==> src/rtl/adc_pkg.sv <==
// Shared constants, FSM encoding and small helpers for the ADC buffer read side.
// Imported by adc_buffer_reader and col_minmax_reducer.
package adc_pkg;

  localparam int BUF_DEPTH = 2048;
  localparam int P_ADDR_W  = $clog2(BUF_DEPTH);
  localparam int P_DATA_W  = 8;
  localparam int P_COLUMNS = 640;
  localparam int COL_W     = 10;
  localparam int PRE_W     = 10;
  localparam int DEC_W     = 2;

  typedef enum logic [1:0] {
    ST_IDLE  = 2'd0,
    ST_READ  = 2'd1,
    ST_FLUSH = 2'd2,
    ST_DONE  = 2'd3
  } state_t;

  // Zero decimation would mean an empty column, so it is read as one sample per column.
  function automatic logic [DEC_W-1:0] dec_norm(input logic [DEC_W-1:0] d);
    return (d == '0) ? DEC_W'(1) : d;
  endfunction

  // Index of the final sample of a frame: P_COLUMNS*D - 1 (at most 1919, fits the address width).
  function automatic logic [P_ADDR_W-1:0] frame_last(input logic [DEC_W-1:0] d);
    return P_ADDR_W'(P_COLUMNS * int'(d) - 1);
  endfunction

endpackage

==> src/rtl/col_minmax_reducer.sv <==
// Folds a stream of unsigned samples into one min/max pair per group of D samples.
// The finished pair and its write strobe are registered and appear the cycle after the D-th sample.
module col_minmax_reducer
  import adc_pkg::*;
(
  input  logic                clk_i,
  input  logic                rst_i,
  input  logic [P_DATA_W-1:0] sample_i,
  input  logic                sample_valid_i,
  input  logic [DEC_W-1:0]    dec_i,
  output logic [P_DATA_W-1:0] min_o,
  output logic [P_DATA_W-1:0] max_o,
  output logic                strobe_o
);

  logic [DEC_W-1:0]    cnt_q;
  logic [P_DATA_W-1:0] min_q, max_q;
  logic [P_DATA_W-1:0] min_d, max_d;
  logic                first, last;

  assign first = (cnt_q == '0);
  assign last  = (cnt_q == dec_i - DEC_W'(1));

  always_comb begin
    min_d = min_q;
    max_d = max_q;
    if (first) begin
      min_d = sample_i;
      max_d = sample_i;
    end else begin
      if (sample_i < min_q) min_d = sample_i;
      if (sample_i > max_q) max_d = sample_i;
    end
  end

  // Stage p2: running extremes and the registered column pair
  always_ff @(posedge clk_i) begin
    if (rst_i) begin
      cnt_q    <= '0;
      min_q    <= '0;
      max_q    <= '0;
      min_o    <= '0;
      max_o    <= '0;
      strobe_o <= 1'b0;
    end else begin
      strobe_o <= 1'b0;
      if (sample_valid_i) begin
        min_q <= min_d;
        max_q <= max_d;
        if (last) begin
          cnt_q    <= '0;
          min_o    <= min_d;
          max_o    <= max_d;
          strobe_o <= 1'b1;
        end else begin
          cnt_q <= cnt_q + DEC_W'(1);
        end
      end
    end
  end

endmodule

==> src/rtl/adc_buffer_reader.sv <==
// Reads the frozen ADC capture buffer around the trigger point and writes one
// min/max pair per display column into the VGA column store.
module adc_buffer_reader
  import adc_pkg::*;
(
  input  logic                CLK_64MHZ,
  input  logic                MASTER_RST,
  input  logic                BUF_READY,
  input  logic [P_ADDR_W-1:0] TRIG_ADDR,
  input  logic [PRE_W-1:0]    PRETRIG,
  input  logic [DEC_W-1:0]    DECIMATE,
  output logic [P_ADDR_W-1:0] RAM_ADDR,
  input  logic [P_DATA_W-1:0] RAM_DATA,
  output logic [COL_W-1:0]    COL_ADDR,
  output logic [P_DATA_W-1:0] COL_MIN,
  output logic [P_DATA_W-1:0] COL_MAX,
  output logic                COL_WE,
  output logic                VGA_WRITE_DONE
);

  state_t              state_q;
  logic [P_ADDR_W-1:0] addr_q;
  logic [P_ADDR_W-1:0] rd_cnt_q;
  logic [P_ADDR_W-1:0] last_q;
  logic [DEC_W-1:0]    dec_q;
  logic [COL_W-1:0]    col_q;
  logic                flush_q;
  logic                done_q;
  logic                vld_p0_q;
  logic                vld_p1_q;
  logic                abort;
  logic                red_rst;
  logic                col_we;

  // Losing the buffer mid-frame kills the read pipeline and any half-built column.
  assign abort   = ((state_q == ST_READ) || (state_q == ST_FLUSH)) && !BUF_READY;
  assign red_rst = MASTER_RST || (state_q == ST_IDLE) || abort;

  assign RAM_ADDR       = addr_q;
  assign COL_ADDR       = col_q;
  assign COL_WE         = col_we;
  assign VGA_WRITE_DONE = done_q;

  // Stage p0: address issue and frame control
  always_ff @(posedge CLK_64MHZ) begin
    if (MASTER_RST) begin
      state_q  <= ST_IDLE;
      addr_q   <= '0;
      rd_cnt_q <= '0;
      last_q   <= '0;
      dec_q    <= DEC_W'(1);
      col_q    <= '0;
      flush_q  <= 1'b0;
      done_q   <= 1'b0;
      vld_p0_q <= 1'b0;
      vld_p1_q <= 1'b0;
    end else begin
      // Stage p1: RAM read latency, valid follows the address by one clock
      vld_p1_q <= vld_p0_q && !abort;
      if (col_we) begin
        col_q <= (col_q == COL_W'(P_COLUMNS - 1)) ? '0 : col_q + COL_W'(1);
      end

      case (state_q)
        ST_IDLE: begin
          done_q <= 1'b0;
          if (BUF_READY) begin
            state_q  <= ST_READ;
            dec_q    <= dec_norm(DECIMATE);
            last_q   <= frame_last(dec_norm(DECIMATE));
            addr_q   <= TRIG_ADDR - {1'b0, PRETRIG};
            rd_cnt_q <= '0;
            col_q    <= '0;
            flush_q  <= 1'b0;
            vld_p0_q <= 1'b1;
          end
        end
        ST_READ: begin
          if (!BUF_READY) begin
            state_q  <= ST_IDLE;
            vld_p0_q <= 1'b0;
          end else if (rd_cnt_q == last_q) begin
            state_q  <= ST_FLUSH;
            vld_p0_q <= 1'b0;
            flush_q  <= 1'b0;
          end else begin
            addr_q   <= addr_q + P_ADDR_W'(1);
            rd_cnt_q <= rd_cnt_q + P_ADDR_W'(1);
          end
        end
        ST_FLUSH: begin
          if (!BUF_READY) begin
            state_q <= ST_IDLE;
          end else if (flush_q) begin
            state_q <= ST_DONE;
            done_q  <= 1'b1;
          end else begin
            flush_q <= 1'b1;
          end
        end
        ST_DONE: begin
          if (!BUF_READY) begin
            state_q <= ST_IDLE;
            done_q  <= 1'b0;
          end
        end
        default: begin
          state_q  <= ST_IDLE;
          done_q   <= 1'b0;
          vld_p0_q <= 1'b0;
        end
      endcase
    end
  end

  col_minmax_reducer u_reducer (
    .clk_i          (CLK_64MHZ),
    .rst_i          (red_rst),
    .sample_i       (RAM_DATA),
    .sample_valid_i (vld_p1_q),
    .dec_i          (dec_q),
    .min_o          (COL_MIN),
    .max_o          (COL_MAX),
    .strobe_o       (col_we)
  );

endmodule

==> config.mk <==
export PLATFORM = sky130hd
export DESIGN_NAME = adc_buffer_reader
export DESIGN_NICKNAME = d
export VERILOG_FILES = /design/src/rtl/adc_pkg.sv /design/src/rtl/col_minmax_reducer.sv /design/src/rtl/adc_buffer_reader.sv
export SDC_FILE = /design/constraint.sdc
export NUM_CORES = 1
export LEC_CHECK = 0
export ABC_CLOCK_PERIOD_IN_PS = 5700
export CAP_MARGIN = 20
export CORE_ASPECT_RATIO = 0.7
export CORE_MARGIN = 1
export CORE_UTILIZATION = 25
export DETAILED_ROUTE_END_ITERATION = 10
export GPL_TIMING_DRIVEN = 1
export SLEW_MARGIN = 30
export SYNTH_ARGS = -nofsm -noshare
export SYNTH_HDL_FRONTEND = slang
export SYNTH_SLANG_ARGS = --single-unit
==> constraint.sdc <==
create_clock -name CLK_64MHZ -period 5.7 [get_ports CLK_64MHZ]
set_input_delay 1.71 -clock CLK_64MHZ [delete_from_list [all_inputs] [get_ports CLK_64MHZ]]
set_output_delay 1.71 -clock CLK_64MHZ [all_outputs]
set_load 0.05 [all_outputs]
==> flow_metrics.py <==
metrics = {
    "synth": {
        "synth-edff-count": 0,
        "synth_cell_types": 53,
        "yosysWarnings": 0,
        "synthArstFlopShare": 0,
        "synth_area_sq_mm": 0.00463,
        "synthFlopType": "dfxtp_1",
        "synth.largest_area_cell": "dfxtp_1",
        "synth_seq_area_share": 0.346,
        "synth-seq-cells": 80,
        "syn_inst": 563,
        "syn_area_per_cell_sq_um": 8.23,
        "synthesis.nets": 632,
        "netlist.area_leader.share": 0.346,
        "synth.area.top_cells": "dfxtp_1, ha_1, mux2i_1",
    },
    "clock_network": {
        "cts_max_level": 3,
        "numCtsBuffers": 9,
        "cts_tree": "done",
        "insertion_delay_ps": 340,
        "ctsLongestPathBuffers": 2,
        "cts_hold_buf": 0,
        "post_cts_buffers": 0,
        "cts_num_sinks": 80,
        "cts_root_buf": "clkbuf_16",
        "cts_repair_resize_count": 0,
        "clkSlewWorstSetupHoldPaths_ps": 60,
    },
    "pwr": {
        "clkPwrFrac": 0.379,
        "vdd_drop_max_mv": 0.118,
        "sw_frac_of_total": 0.315,
        "pwr-share-comb": 0.225,
        "p_leak_nw": 2.22,
        "share_seq_of_total_power": 0.396,
        "p_per_area_mw_per_mm2": 262,
        "p_sw_mw": 0.485,
        "intPower_mw": 1.05,
    },
    "floorplanning": {
        "die_w_microns": 165,
        "initial_core_util": 0.257,
        "core_sq_mm": 0.0181,
        "die_h_microns": 116,
        "dieArea_sq_mm": 0.0191,
        "num_rows": 41,
        "ios": 73,
    },
    "placed_design": {
        "dp_hpwl_microns": 8420,
        "gp_congestion": 0.771,
        "port_buffers": 72,
        "placed_area_sq_mm": 0.00557,
        "placed_cells": 848,
    },
    "final_layout": {
        "antenna_cells": 0,
        "fillers": 1880,
        "layout_commonest_cell": "dfxtp_1",
        "stdcell_count": 864,
        "multi_input_area_sq_mm": 0.00277,
        "flow.area_growth_from_synthesis_pct": 26.6,
        "regArea_sq_mm": 0.00160,
        "fin_nets": 692,
        "fin_util": 0.325,
        "layout_common_cells": "dfxtp_1, clkdlybuf4s50_1, nor2_1, nand2_1, inv_1",
        "fin_area_sq_mm": 0.00587,
        "layout-drive-gt1-share": 0.0494,
    },
    "run": {
        "maxCapViolations": 0,
    },
    "setup_path": {
        "worst-endpoint-required_ps": 5970,
        "cp_max_fo": 3,
        "criticalPathCategory": "in2reg",
        "crit_arrival_ps": 4100,
        "startpoint_type": "input pin",
        "endpoint_kind": "flop",
    },
    "global_route": {
        "antenna_found_initial": 0,
        "grt_max_degree": 41,
        "grt-ovfl-total": 0,
        "grt_pass1_wl_microns": 18900,
        "grtUsageTotal": 0.126,
        "grt_pass1_vias": 3602,
    },
    "detailed_routing": {
        "dr.pass1.iters": 4,
        "drtIter0Drc": 276,
        "drtAntennaViolNets": 0,
        "wl_per_cell_microns": 13.3,
        "drc": 0,
        "wl_microns": 11500,
        "avgViaCountPerCell": 4.65,
        "dr_total_vias": 4018,
    },
    "sta": {
        "drv_slew": 0,
        "slew_headroom": 0.426,
        "hold_viol": 0,
        "hold_slack_ps": 477,
        "fmax_ghz": 0.261,
        "worst_clock_skew_ps": 7.26,
        "period_minus_slack_ps": 3830,
        "rsz0062_at_grt": "false",
        "post-route-period-util": 0.672,
        "fin_tns_setup_ps": 0,
        "setup_viol": 0,
        "tightest_slew_ps": 861,
    },
    "status": {
        "status": "finished, final reports clean",
    },
    "hold_path": {
        "hp-class": "reg2reg",
    },
}
cell families (layout without fill, tap and decap cells):
family          Yosys count  count (layout)  share of synthesized area
compound gates          138             138                      0.196
xor+xnor                 27              27                     0.0511
fa+ha+maj                35              35                     0.0962
buf+inv                  66             131                     0.0565
flops                    80              80                      0.346
mux                      30              30                     0.0648
simple gates            187             187                      0.190
synth_stat cells (all sizes together), types with 2 or more instances:
cell     count
dfxtp       80
nor2        58
nand2       55
inv         37
o21ai       37
a21oi       34
ha          34
mux2i       30
a211oi      23
clkbuf      20
xnor2       16
nand3       13
nor4        12
xor2        11
nand4        9
buf          8
nor3         8
a21o         7
a31oi        6
o21a         6
a2111oi      4
nand2b       4
nor2b        4
or3          4
or4          4
and2         3
and3         3
nor3b        3
o211ai       3
o21bai       3
o31a         3
or2          3
a311oi       2
nor4b        2
o22ai        2
power groups by stage:
stage / registers (mW) / logic [mW] / clock network, mW
after global placement: 0.622 / 0.343 / 0
after floorplan: 0.663 / 0.197 / 0
final: 0.609 / 0.345 / 0.583
after global routing: 0.613 / 0.379 / 0.630
after CTS: 0.609 / 0.347 / 0.601
after detailed placement: 0.622 / 0.346 / 0
critical path: stages:
cell and delay [ps]:
clkdlybuf4s50_1 450, ha_1 170, inv_1 60, fa_1 430, a211oi_1 440, o211ai_1 160, nand2_1 110, o21ai_0 90
or3_1 310, a31oi_1 150
worst paths after layout:
kind                                   start                         endpoint  slack (ps)  depth (start not counted)
max                               PRETRIG[0]        RAM_ADDR[10]$_SDFFE_PP0P_        1870                         10
min          u_reducer.min_q[0]$_SDFFE_PP0P_  u_reducer.min_q[0]$_SDFFE_PP0P_         480                          2
max reg2reg          state_q[1]$_SDFFE_PP0P_        RAM_ADDR[10]$_SDFFE_PP0P_        2920                          8
min reg2reg  u_reducer.min_q[0]$_SDFFE_PP0P_  u_reducer.min_q[0]$_SDFFE_PP0P_         480                          2
through the flow:
step | worst slack, ps | power, mW
detailed placement | 1560 | 0.967
CTS | 1900 | 1.56
global route | 1710 | 1.62
finish | 1870 | 1.54
global placement | 1570 | 0.966
floorplan | 2250 | 0.860
sequential cells by signal, indices dropped and copies added (netlist names), 5 cells and up:
register	cells
RAM_ADDR	11
rd_cnt_q	11
COL_ADDR	10
u_reducer.max_o	8
u_reducer.max_q	8
u_reducer.min_o	8
u_reducer.min_q	8
last_q	5
layout make-up:
| class | count | share of cell area |
|---|---|---|
| clock buffer | 10 | 0.0390 |
| clock inverter | 6 | 0.0115 |
| inverter | 38 | 0.0243 |
| multi-input combinational | 417 | 0.472 |
| sequential | 80 | 0.273 |
| tap | 236 | 0.0503 |
| timing repair buffer | 77 | 0.129 |
metal layers:
| layer | up-vias | global-route usage | wire length (microns) |
|---|---|---|---|
| li1 | 2124 | - | - |
| met1 | 1813 | 0.195 | 6520 |
| met2 | 66 | 0.161 | 4230 |
| met3 | 15 | 0.0358 | 592 |
| met4 | 0 | 0.0373 | 158 |
| met5 | - | 0 | 0 |
Note: power is estimated with default switching activity, not from simulation.
